--- config.mk ---
export PLATFORM = sky130hd
export DESIGN_NAME = vga_scan_ctrl_flat
export DESIGN_NICKNAME = d
export VERILOG_FILES = /design/src/rtl/vga_scan_if.sv /design/src/rtl/vga_scan_ctrl.sv /design/src/flat_wrapper.sv
export SDC_FILE = /design/constraint.sdc
export NUM_CORES = 1
export LEC_CHECK = 0
export ABC_AREA = 1
export BUFFER_PORTS_ARGS = -buffer_cell sky130_fd_sc_hd__buf_2
export CAP_MARGIN = 20
export CORE_MARGIN = 4
export CORE_UTILIZATION = 47
export DETAILED_ROUTE_END_ITERATION = 8
export MAX_ROUTING_LAYER = met4
export PLACE_DENSITY = 0.83
export SYNTH_ARGS = -nofsm -noshare
export SYNTH_HDL_FRONTEND = slang
export SYNTH_SLANG_ARGS = --single-unit
export TNS_END_PERCENT = 5
--- constraint.sdc ---
create_clock -name clk -period 1.3 [get_ports clk]
set_input_delay 0.065 -clock clk [delete_from_list [all_inputs] [get_ports clk]]
set_output_delay 0.065 -clock clk [all_outputs]
set_load 0.01 [all_outputs]
--- src/rtl/vga_scan_if.sv ---
// Display-path signal bundle between the raster-scan controller and its consumers.
// The controller (master) receives the composited pixel and drives the scan position,
// the sync/blank timing and the VGA RGB pins.
interface vga_scan_if;
    logic [11:0] pixel_in;
    logic        pix_tick;
    logic [9:0]  h_cnt;
    logic [9:0]  v_cnt;
    logic        frame_start;
    logic        valid;
    logic        hsync;
    logic        vsync;
    logic [3:0]  vga_r;
    logic [3:0]  vga_g;
    logic [3:0]  vga_b;

    modport master (
        input  pixel_in,
        output pix_tick, h_cnt, v_cnt, frame_start, valid, hsync, vsync, vga_r, vga_g, vga_b
    );

    modport slave (
        output pixel_in,
        input  pix_tick, h_cnt, v_cnt, frame_start, valid, hsync, vsync, vga_r, vga_g, vga_b
    );
endinterface

--- src/rtl/vga_scan_ctrl.sv ---
// Raster-scan source: pixel-rate enable from the system clock, h/v coordinate counters,
// sync/blank decode delayed to line up with the pixel returned by the sprite ROMs, and
// the blanked RGB output register.
module vga_scan_ctrl #(
    parameter int unsigned CLK_DIV  = 4,
    parameter int unsigned H_VIS    = 640,
    parameter int unsigned H_FP     = 16,
    parameter int unsigned H_SYNC   = 96,
    parameter int unsigned H_BP     = 48,
    parameter int unsigned V_VIS    = 480,
    parameter int unsigned V_FP     = 10,
    parameter int unsigned V_SYNC   = 2,
    parameter int unsigned V_BP     = 33,
    parameter int unsigned PIPE_DLY = 2
) (
    input  logic       clk,
    input  logic       rst,
    vga_scan_if.master bus
);
    localparam int unsigned H_TOT = H_VIS + H_FP + H_SYNC + H_BP;
    localparam int unsigned V_TOT = V_VIS + V_FP + V_SYNC + V_BP;
    localparam int unsigned DIV_W = (CLK_DIV > 1) ? $clog2(CLK_DIV) : 1;

    // Counters are 10 bits wide; refuse configurations that cannot be represented.
    generate
        if (H_TOT > 1024 || V_TOT > 1024 || CLK_DIV < 2 || PIPE_DLY < 1) begin : g_bad_cfg
            $error("vga_scan_ctrl: unsupported parameter set");
        end
    endgenerate

    logic [DIV_W-1:0] div_q;
    logic             tick_q;
    logic [9:0]       h_q;
    logic [9:0]       v_q;
    logic [31:0]      h_ext;
    logic [31:0]      v_ext;
    logic             h_last;
    logic             v_last;
    logic             vis_raw;
    logic             hs_raw;
    logic             vs_raw;
    logic             vis_pre;
    logic [2:0]       pipe_q [PIPE_DLY];  // {vis, hs, vs}; stage 0 holds the raw decode
    logic [11:0]      rgb_q;

    // Pixel-rate divider; tick is registered so it lands one clock after the wrap count.
    always_ff @(posedge clk or negedge rst) begin
        if (!rst) begin
            div_q  <= '0;
            tick_q <= 1'b0;
        end else begin
            tick_q <= (div_q == DIV_W'(CLK_DIV - 1));
            div_q  <= (div_q == DIV_W'(CLK_DIV - 1)) ? '0 : div_q + 1'b1;
        end
    end

    // Unsigned decode of the current scan position, done at 32 bits to avoid truncating bounds.
    always_comb begin
        h_ext   = 32'(h_q);
        v_ext   = 32'(v_q);
        h_last  = (h_ext == H_TOT - 1);
        v_last  = (v_ext == V_TOT - 1);
        vis_raw = (h_ext < H_VIS) && (v_ext < V_VIS);
        hs_raw  = !((h_ext >= H_VIS + H_FP) && (h_ext < H_VIS + H_FP + H_SYNC));
        vs_raw  = !((v_ext >= V_VIS + V_FP) && (v_ext < V_VIS + V_FP + V_SYNC));
    end

    // Horizontal/vertical scan counters, advanced once per pixel tick.
    always_ff @(posedge clk or negedge rst) begin
        if (!rst) begin
            h_q <= '0;
            v_q <= '0;
        end else if (tick_q) begin
            if (h_last) begin
                h_q <= '0;
                v_q <= v_last ? '0 : v_q + 10'd1;
            end else begin
                h_q <= h_q + 10'd1;
            end
        end
    end

    // Sync/visible delay line so timing matches the ROM read latency.
    always_ff @(posedge clk or negedge rst) begin
        if (!rst) begin
            for (int i = 0; i < PIPE_DLY; i++) pipe_q[i] <= 3'b011;
        end else if (tick_q) begin
            pipe_q[0] <= {vis_raw, hs_raw, vs_raw};
            for (int i = 1; i < PIPE_DLY; i++) pipe_q[i] <= pipe_q[i-1];
        end
    end

    // The RGB register samples one stage early so it changes on the same clock as valid.
    generate
        if (PIPE_DLY == 1) begin : g_vis_raw
            assign vis_pre = vis_raw;
        end else begin : g_vis_pipe
            assign vis_pre = pipe_q[PIPE_DLY-2][2];
        end
    endgenerate

    // Blanked RGB output register.
    always_ff @(posedge clk or negedge rst) begin
        if (!rst) begin
            rgb_q <= 12'h000;
        end else if (tick_q) begin
            rgb_q <= vis_pre ? bus.pixel_in : 12'h000;
        end
    end

    assign bus.pix_tick    = tick_q;
    assign bus.h_cnt       = h_q;
    assign bus.v_cnt       = v_q;
    assign bus.frame_start = tick_q & h_last & v_last;
    assign bus.valid       = pipe_q[PIPE_DLY-1][2];
    assign bus.hsync       = pipe_q[PIPE_DLY-1][1];
    assign bus.vsync       = pipe_q[PIPE_DLY-1][0];
    assign bus.vga_r       = rgb_q[11:8];
    assign bus.vga_g       = rgb_q[7:4];
    assign bus.vga_b       = rgb_q[3:0];
endmodule

--- src/flat_wrapper.sv ---
// flat-port wrapper written by rule: the top's interface ports become plain ports
module vga_scan_ctrl_flat 
#(
    parameter int unsigned CLK_DIV  = 4,
    parameter int unsigned H_VIS    = 640,
    parameter int unsigned H_FP     = 16,
    parameter int unsigned H_SYNC   = 96,
    parameter int unsigned H_BP     = 48,
    parameter int unsigned V_VIS    = 480,
    parameter int unsigned V_FP     = 10,
    parameter int unsigned V_SYNC   = 2,
    parameter int unsigned V_BP     = 33,
    parameter int unsigned PIPE_DLY = 2
)
  (clk, rst, bus_pixel_in, bus_pix_tick, bus_h_cnt, bus_v_cnt, bus_frame_start, bus_valid, bus_hsync, bus_vsync, bus_vga_r, bus_vga_g, bus_vga_b);
  vga_scan_if bus_i ();
  input  logic clk;
  input  logic rst;
  input wire logic [$bits(bus_i.pixel_in)-1:0] bus_pixel_in;
  output wire logic [$bits(bus_i.pix_tick)-1:0] bus_pix_tick;
  output wire logic [$bits(bus_i.h_cnt)-1:0] bus_h_cnt;
  output wire logic [$bits(bus_i.v_cnt)-1:0] bus_v_cnt;
  output wire logic [$bits(bus_i.frame_start)-1:0] bus_frame_start;
  output wire logic [$bits(bus_i.valid)-1:0] bus_valid;
  output wire logic [$bits(bus_i.hsync)-1:0] bus_hsync;
  output wire logic [$bits(bus_i.vsync)-1:0] bus_vsync;
  output wire logic [$bits(bus_i.vga_r)-1:0] bus_vga_r;
  output wire logic [$bits(bus_i.vga_g)-1:0] bus_vga_g;
  output wire logic [$bits(bus_i.vga_b)-1:0] bus_vga_b;
  assign bus_i.pixel_in = bus_pixel_in;
  assign bus_pix_tick = bus_i.pix_tick;
  assign bus_h_cnt = bus_i.h_cnt;
  assign bus_v_cnt = bus_i.v_cnt;
  assign bus_frame_start = bus_i.frame_start;
  assign bus_valid = bus_i.valid;
  assign bus_hsync = bus_i.hsync;
  assign bus_vsync = bus_i.vsync;
  assign bus_vga_r = bus_i.vga_r;
  assign bus_vga_g = bus_i.vga_g;
  assign bus_vga_b = bus_i.vga_b;
  vga_scan_ctrl #(.CLK_DIV(CLK_DIV), .H_VIS(H_VIS), .H_FP(H_FP), .H_SYNC(H_SYNC), .H_BP(H_BP), .V_VIS(V_VIS), .V_FP(V_FP), .V_SYNC(V_SYNC), .V_BP(V_BP), .PIPE_DLY(PIPE_DLY)) u_core (.clk(clk), .rst(rst), .bus(bus_i));
endmodule
Word level (Yosys, flattened, before mapping)
Index checks and enable logic that the tools add are counted.
- register bits after elaboration: 41
- bits in latches: 0
- bits in writable memories: 0
- bits in read-only memories: 0
- input bits: 14
- output and inout bits: 37
- word-level logic and storage cells: 31
- memories kept: 0
- add/subtract/negate cells: 3
- $mul: 0
- divide/modulo/power cells: 0
- $lt $le $gt $ge: 6
- equality and inequality tests: 3
- shifts and indexed selects: 0
- mux-type cells: 4
- bitwise gates (word level): 2
- reduce and logical (&&, ||, !) cells: 6
- operators with widths (kind ; number):
    adder 10 x 1 -> 10 bit, second input constant ; 2
    == test 10 bit, second input constant ; 2
    less-than comparator 10 bit, second input constant ; 2
    less-than comparator 10 x 9 -> 1 bit, second input constant ; 2
    2-to-1 mux 10 bit ; 2
    2-to-1 mux 12 bit ; 1
    >= comparator 10 bit, second input constant ; 1
    >= comparator 10 x 9 -> 1 bit, second input constant ; 1
    logical AND 1 bit ; 3
    adder 2 x 1 -> 2 bit, second input constant ; 1
    bitwise AND 1 bit ; 2
    == test 2 bit, second input constant ; 1
    zero test 1 bit ; 2
    2-to-1 mux 2 bit ; 1
    AND reduction 2 bit ; 1

Logic depth before layout (Yosys ltp)
Gate-level depths: netlist of run 1.
- depth after elaboration: 3
- mapped depth: 7
- gate-level depth less buffers: 7

Worst setup path before layout of run 1
Ideal clock, no wire load.
- kind: reg-to-reg
- start: register u_core.h_q[0] (netlist: u_core.bus.h_cnt[0])
- end: register u_core.v_q[5] (netlist: u_core.bus.v_cnt[5])
- setup time: 119 ps
- arrival time: 1256 ps
- data required time: 1181 ps
- path slack: -75 ps
- stages on the path, launching flop included: 8
- period minus slack after synthesis: 1375 ps
- cells stage by stage: dfrtp_1 -> ha_1 -> nand2_1 -> nor2_4 -> nand4_4 -> buf_6 -> nand2_1 -> o21ai_2
- cells in the longest elaborated chain, start to end: 2
- RTL lines (item ; line ; source):
    from (decl) ; vga_scan_ctrl.sv:33 ; logic [9:0] h_q;
    from (signal assigned) ; vga_scan_ctrl.sv:78 ; h_q <= h_q + 10'd1;
    == test 10 bit ; vga_scan_ctrl.sv:61 ; h_last = (h_ext == H_TOT - 1);
    AND reduction 2 bit (no line) ; n/a ;
    to (signal assigned) ; vga_scan_ctrl.sv:76 ; v_q <= v_last ? '0 : v_q + 10'd1;
    to (decl) ; vga_scan_ctrl.sv:34 ; logic [9:0] v_q;
Every way passes these cells.
A chain may end at the register's enable or synchronous reset.

Worst setup path after layout of run 1
- start: register u_core.v_q[2] (netlist: u_core.bus.v_cnt[2])
- end: output bus_frame_start
- cells in the longest elaborated chain, start to end: 2
- RTL lines (item ; line ; source):
    == test 10 bit ; vga_scan_ctrl.sv:62 ; v_last = (v_ext == V_TOT - 1);
    bitwise AND 1 bit ; vga_scan_ctrl.sv:114 ; assign bus.frame_start = tick_q & h_last & v_last;
    to (decl) ; flat_wrapper.sv:23 ; output wire logic [$bits(bus_i.frame_start)-1:0] bus_frame_start;
Every way passes these cells.

==> qor.csv, run 1 <==
metric,value,unit
fin crit share,1.154,
CTS tree,yes,
drc violations,0,
fillers,350,
Syn Inst Count,245,
H-tree Lvls,2,
busiest grt layer,met2,
crit path DAT,1.43,ns
Yosys top cell by area,dfrtp_1,
crit-path cells,inv_1 -> nor4_4 -> nand3_2 -> nor2_4 -> buf_6,
Async SR Flop Fraction,1.000,
Final Cell Area,2754,µm²
clock slew at reported path FFs,0.08,ns
"delay-heaviest family, CP",simple AND/OR/NAND/NOR gates,
Stages on worst setup path,5,
layout cell share with drive strength beyond 1,0.3761,
vias,1873,
"top cells by area, synth","dfrtp_1, nand2_1, nand3_1, nor2_1, dfstp_2",
Tot Pwr,0.002205,W
predominant post-synthesis flop cell,dfrtp_1,
critical path's largest stage delay,0.41,ns
first-pass GRT wire length,8128,µm
crit-path max FO,5,
vias in the first global route,1806,
area of the die,5472,µm²
commonest cells in the netlist,"nand2_1, dfrtp_1, nor2_1",
Critical Path Slowest Stage Cell,dfrtp_2,
clk root buf,clkbuf_8,
register area share after synthesis,0.5040,
final layout net count,345,
top-area cell type share of the netlist area,0.4526,
Clock Latency Late Sink,0.30,ns
net switching share of the total power,0.2231,
DRT antenna net count,0,
Reg power frac,0.591,
post-synthesis cell type count,30,
Die Height,73.98,µm
Internal Power,0.001713,W
final setup fails,13,
post-synthesis register bit count,41,
Final Hold Viols,0,
CP startpoint kind,flop,
Peak VDD IR,0.4402,mV
syn avg cell area,8.350,µm²
synthesized net count,264,
global routing usage on met2,0.3150,
routability cong.,0.8234,
met1 usage,0.2541,
most common cell in the synthesized netlist,nand2_1,
drt wl/cell,12.92,µm
worst setup margin,-0.1999,ns
FP Rows,23,
Post-synth EDFFs,0,
initial antenna violation count,0,
power per cell area,800.6,nW/µm²
worst slew pin tran,0.4415,ns
CTS sink count,41,
Combinational Power Share,0.047,
"Req. time, crit path",1.24,ns
CTS buffer count,5,
Hold Path Class,input pin to flop,
Area after DPL,2496,µm²
Horiz. Die Dim,73.98,µm
max-cap violations,0,
port bufs,50,
WHS Path Cells,3,
violated checks,negative setup slack,
DR pass1 iterations,4,
Initial Util,0.4971,
largest net degree at the start of global routing,42,
clock share of power,0.362,
WL final,4870,µm
GR Layer Usage met3,0.05000,
Sum Neg Setup Slack,-1.129,ns
CP endpoint kind,output pin,
Reg area,1036,µm²
YS warnings,0,
FF-to-FF Start,u_core.bus.v_cnt[0]$_DFFE_PN0P_,
Iter 0 DRT Violations,79,
outcome,"finished, violations left",
Area Overhead vs Synth,34.62,%
ANT cells,0,
RSZ-0062 raised after global routing,yes,
Mapped Area,2046,µm²
Buf/Inv on CP,2,
Sw Pwr,0.0004919,W
GRT Total Usage,0.2001,
HPWL after DPL,3320,µm
CTS Buffer Depth,2,
Hold Slack,0.003450,ns
"Worst Path Class, Setup",flop to output pin,
Multi-input gate area,948.4,µm²
source of the critical timing path,u_core.bus.v_cnt[2]$_DFFE_PN0P_,
Slew Limit Fails,0,
io pins,51,
Static Leak,1.397,nW
drt via density,4.968,
reg2reg path depth,8,
Hold Path Origin,bus_pixel_in[3],
Slew HR,0.7057,
Final min period,1.500,ns
Clock Skew,0.01169,ns
residual overflow from global routing,0,
core area,4115,µm²
maximum clock rate,666.7,MHz
-- final timing paths --
path / endpoint / slack [ns]
min in group asynchronous: u_core.rgb_q[2]$_DFFE_PN0P_ / 0.27
setup reg to reg: u_core.bus.v_cnt[4]$_DFFE_PN0P_ / -0.17
setup / recovery: bus_frame_start / -0.20
hold / removal: u_core.rgb_q[3]$_DFFE_PN0P_ / 0.003
hold reg to reg: u_core.div_q[0]$_DFF_PN0_ / 0.46
max in group asynchronous: u_core.pipe_q[4]$_DFFE_PN1P_ / 0.77
-- flip-flops by register name (all words and copies together) (netlist names) --
name,count
u_core.pipe_q,3
u_core.bus.h_cnt,10
u_core.rgb_q,12
u_core.bus.v_cnt,10
u_core.bus.valid,1
u_core.bus.pix_tick,1
u_core.div_q,2
u_core.bus.hsync,1
u_core.bus.vsync,1
-- cell usage in the layout (no fill, tap or decap), drive strengths merged, types with 2 or more instances in the layout --
master,n
nor2,38
buf,78
a31oi,2
nor3,5
xor2,3
ha,5
nand3,25
clkinv,2
inv,27
dfrtp,37
clkbuf,6
dlygate4sd3,3
nand4,6
nand2,66
o21ai,10
nand3b,2
a21oi,2
dfstp,4
nor4,2
-- worst reg2reg max path, delay by kind of cell (launching register included) --
family,cells,cell delay [ns]
adders and majority gates,1,0.16
DFF,1,0.40
AOI/OAI and AO/OA,1,0.06
and+or+nand+nor,3,0.41
buffers and inverters,3,0.33
-- through the flow --
stage / util / instances / worst slack [ns]
floorplan: - / 245 / -0.05791
global placement: 0.6066 / 359 / -0.004630
detailed placement: 0.6066 / 359 / -0.08492
CTS: 0.6522 / 375 / -0.2761
global route: 0.6692 / 377 / -0.2750
finish: 0.6692 / 377 / -0.1999
-- kinds of logic (layout without fill, tap and decap cells) --
kind of cell	after synthesis	count (layout)	share of synthesized area
AOI/OAI and AO/OA	16	16	0.04588
xor gates and xnor gates	4	4	0.01713
adders and majority gates	5	5	0.03058
buffers and inverters	34	116	0.07156
DFF	41	41	0.5040
and+or+nand+nor	145	145	0.3309
-- repair_timing --
item | 4_1_cts | 5_1_grt
gates resized for setup | 12 | 17
endpoints found under the hold margin | 43 | 0
pin swaps | 5 | 6
hold buffers | 3 | 0
endpoints found under the setup margin | 13 | 22
buffers inserted | 5 | 3
gates cloned | 0 | 0
-- final cells by class --
class | instances | share of cell area
tap | 50 | 0.02272
multi-input combinational | 170 | 0.3444
timing repair buffer | 81 | 0.1899
sequential | 41 | 0.3762
clock inverter | 2 | 0.003635
inverter | 27 | 0.03680
clock buffer | 6 | 0.02635
-- power by group through the flow --
stage / Combinational (W) / Clock, W / Sequential (W)
global route: 0.000117 / 0.000868 / 0.00130
finish: 0.000103 / 0.000798 / 0.00130
CTS: 0.000106 / 0.000822 / 0.00130
global placement: 0.0000969 / 0 / 0.00133
floorplan: 0.0000149 / 0 / 0.00134
detailed placement: 0.0000991 / 0 / 0.00133
-- routing by layer --
| layer | part of all wire | vias up |
|---|---|---|
| met5 | 0 | - |
| met4 | 0.016 | 0 |
| met3 | 0.073 | 7 |
| met2 | 0.48 | 54 |
| met1 | 0.43 | 872 |
| li1 | - | 940 |
Power figures use the tool's default switching activity.
==> inputs of run 2 (changes only) <==
- CELL_PAD_IN_SITES_DETAIL_PLACEMENT: default -> 1
- CELL_PAD_IN_SITES_GLOBAL_PLACEMENT: default -> 1
- CORE_UTILIZATION: 47 -> 35
- PLACE_DENSITY: 0.83 -> 0.84
- SLEW_MARGIN: default -> 5
==> run 2 against run 1 <==
  * The flow finishes with violations (negative hold slack, negative setup slack)
  * Worst setup slack worse by 0.030 ns
  * Register-to-register slack worse by 0.04 ns
  * Sequential cell count did not move
  * Die area is 30% higher
  * Global-route usage down 2.0 points
  * Critical path type unchanged
  * Critical endpoint unchanged
  * Largest cell class unchanged
  * Largest power group unchanged
==> qor.csv, run 2 (synthesized netlist as in run 1, its figures left out) <==
metric,value,unit,change
Largest Register,u_core.rgb_q,,unchanged
Die Height,84.45,µm,was 73.98 µm
clk root buf,clkbuf_8,,unchanged
DR pass1 iterations,5,,was 4
crit path DAT,1.46,ns,was 1.43 ns
Slew HR,0.6828,,was 0.7057
Sw Pwr,0.0005270,W,was 0.0004919 W
io pins,51,,unchanged
maximum clock rate,653.8,MHz,was 666.7 MHz
CTS tree,yes,,unchanged
H-tree Lvls,2,,unchanged
Clock Latency Late Sink,0.30,ns,about the same
Critical Path Slowest Stage Cell,dfrtp_1,,was dfrtp_2
Final min period,1.529,ns,was 1.500 ns
worst slew pin tran,0.4758,ns,was 0.4415 ns
"Req. time, crit path",1.24,ns,about the same
Final Cell Area,2894,µm²,was 2754 µm²
clock share of power,0.368,,was 0.362
Combinational Power Share,0.054,,was 0.047
Slew Limit Fails,0,,unchanged
port bufs,50,,unchanged
outcome,"finished, violations left",,unchanged
drt wl/cell,15.02,µm,was 12.92 µm
Peak VDD IR,0.4704,mV,was 0.4402 mV
ANT cells,0,,unchanged
crit-path cells,ha_2 -> nand2_4 -> nor2_4 -> nand4_4 -> nor2_2 -> buf_2,,was inv_1 -> nor4_4 -> nand3_2 -> nor2_4 -> buf_6
GRT Total Usage,0.1801,,was 0.2001
CTS sink count,41,,unchanged
area of the die,7132,µm²,was 5472 µm²
Clock Skew,0.005273,ns,was 0.01169 ns
CTS buffer count,5,,unchanged
HPWL after DPL,4150,µm,was 3320 µm
layout cell share with drive strength beyond 1,0.3743,,was 0.3761
Hold Slack,-0.00007935,ns,was 0.003450 ns
worst setup margin,-0.2295,ns,was -0.1999 ns
drt via density,4.903,,was 4.968
Static Leak,1.472,nW,was 1.397 nW
net switching share of the total power,0.2338,,was 0.2231
Internal Power,0.001727,W,was 0.001713 W
"commonest non-fill, non-tap cells in the layout","nand2_1, buf_2, dfrtp_1, buf_4, nor2_1",,"was nand2_1, buf_2, dfrtp_1, nor2_1, buf_4"
CTS Buffer Depth,2,,unchanged
critical path's largest stage delay,0.37,ns,was 0.41 ns
power per cell area,778.8,nW/µm²,was 800.6 nW/µm²
Area Overhead vs Synth,41.47,%,was 34.62%
Sum Neg Setup Slack,-2.261,ns,was -1.129 ns
CP startpoint kind,flop,,unchanged
fin crit share,1.177,,was 1.154
Final Hold Viols,1,,was 0
violated checks,"negative hold slack, negative setup slack",,was negative setup slack
core area,5574,µm²,was 4115 µm²
"Worst Path Class, Setup",flop to output pin,,unchanged
crit-path max FO,3,,was 5
FP Rows,27,,was 23
Reg power frac,0.578,,was 0.591
Tot Pwr,0.002254,W,was 0.002205 W
Hold Path Class,input pin to flop,,unchanged
Area after DPL,2534,µm²,was 2496 µm²
DRT antenna net count,0,,unchanged
Horiz. Die Dim,84.45,µm,was 73.98 µm
max-cap violations,0,,unchanged
clock slew at reported path FFs,0.08,ns,about the same
vias,2030,,was 1873
pre-CTS setup slack,-0.1983,ns,was -0.08492 ns
RSZ-0062 raised after global routing,yes,,unchanged
final setup fails,18,,was 13
fillers,669,,was 350
CP endpoint kind,output pin,,unchanged
source of the critical timing path,u_core.bus.h_cnt[0]$_DFFE_PN0P_,,was u_core.bus.v_cnt[2]$_DFFE_PN0P_
drc violations,0,,unchanged
FF-to-FF Start,u_core.bus.h_cnt[0]$_DFFE_PN0P_,,was u_core.bus.v_cnt[0]$_DFFE_PN0P_
Initial Util,0.3670,,was 0.4971
largest net degree at the start of global routing,42,,unchanged
WL final,6219,µm,was 4870 µm
Iter 0 DRT Violations,73,,was 79
initial antenna violation count,0,,unchanged
final layout net count,360,,was 345
vias in the first global route,2074,,was 1806
first-pass GRT wire length,10040,µm,was 8128 µm
max FFs per register,12,,unchanged
residual overflow from global routing,0,,unchanged
routability cong.,0.8246,,was 0.8234
Hold Path Origin,bus_pixel_in[3],,unchanged
"commonest non-fill, non-tap cell in the layout",nand2_1,,unchanged
[run 2: final timing paths]
path                                                    to  slack [ns]  cells after the start
hold / removal                 u_core.rgb_q[3]$_DFFE_PN0P_    -0.00008                      3
setup / recovery                           bus_frame_start       -0.23                      6
min in group asynchronous  u_core.bus.h_cnt[1]$_DFFE_PN0P_        0.28                      3
hold reg to reg                  u_core.div_q[0]$_DFF_PN0_        0.44                      1
max in group asynchronous     u_core.bus.hsync$_DFFE_PN1P_        0.75                      3
setup reg to reg           u_core.bus.v_cnt[0]$_DFFE_PN0P_       -0.21                      8
[run 2: power groups by stage]
stage          combinational [W]  sequential [W]  clock, W
2_1_floorplan          0.0000149         0.00134         0
3_3_place_gp           0.0000988         0.00133         0
3_5_place_dp            0.000101         0.00133         0
4_1_cts                 0.000124         0.00130  0.000853
5_1_grt                 0.000138         0.00130  0.000911
6_report                0.000122         0.00130  0.000829
[run 2: critical path, delay by kind of cell, from the launching register on]
kind	cells	cell delay, ns
and+or+nand+nor	4	0.44
buffers and inverters	1	0.13
DFF	1	0.37
adders and majority gates	1	0.22
[run 2: timing repair]
action	4_1_cts	5_1_grt
cloned	0	0
setup endpoints to repair	18	21
hold endpoints to repair	50	0
buffers inserted	6	6
pin swaps	4	8
resized for setup	10	16
hold buffers	10	0
[run 2: area by class of cell]
class                           count  area [µm²]  share of cell area
Tap cell                           72       90.09             0.03113
Multi-Input combinational cell    170       947.2              0.3273
Inverter                           27       101.3             0.03502
Clock inverter                      2       10.01            0.003459
Timing Repair Buffer               96       640.6              0.2214
Clock buffer                        6       72.57             0.02508
Sequential cell                    41        1032              0.3567
[run 2: per-layer routing]
layer | routed length [µm] | track usage
met5 | 0 | -
met3 | 275 | 0.03827
met2 | 3096 | 0.3077
met1 | 2750 | 0.2116
met4 | 97 | 0.05755
[run 2: per-stage QoR]
stage,instances,utilization
3_3_place_gp,384,0.4545
2_1_floorplan,245,-
3_5_place_dp,384,0.4545
5_1_grt,414,0.5192
6_report,414,0.5192
4_1_cts,408,0.5001
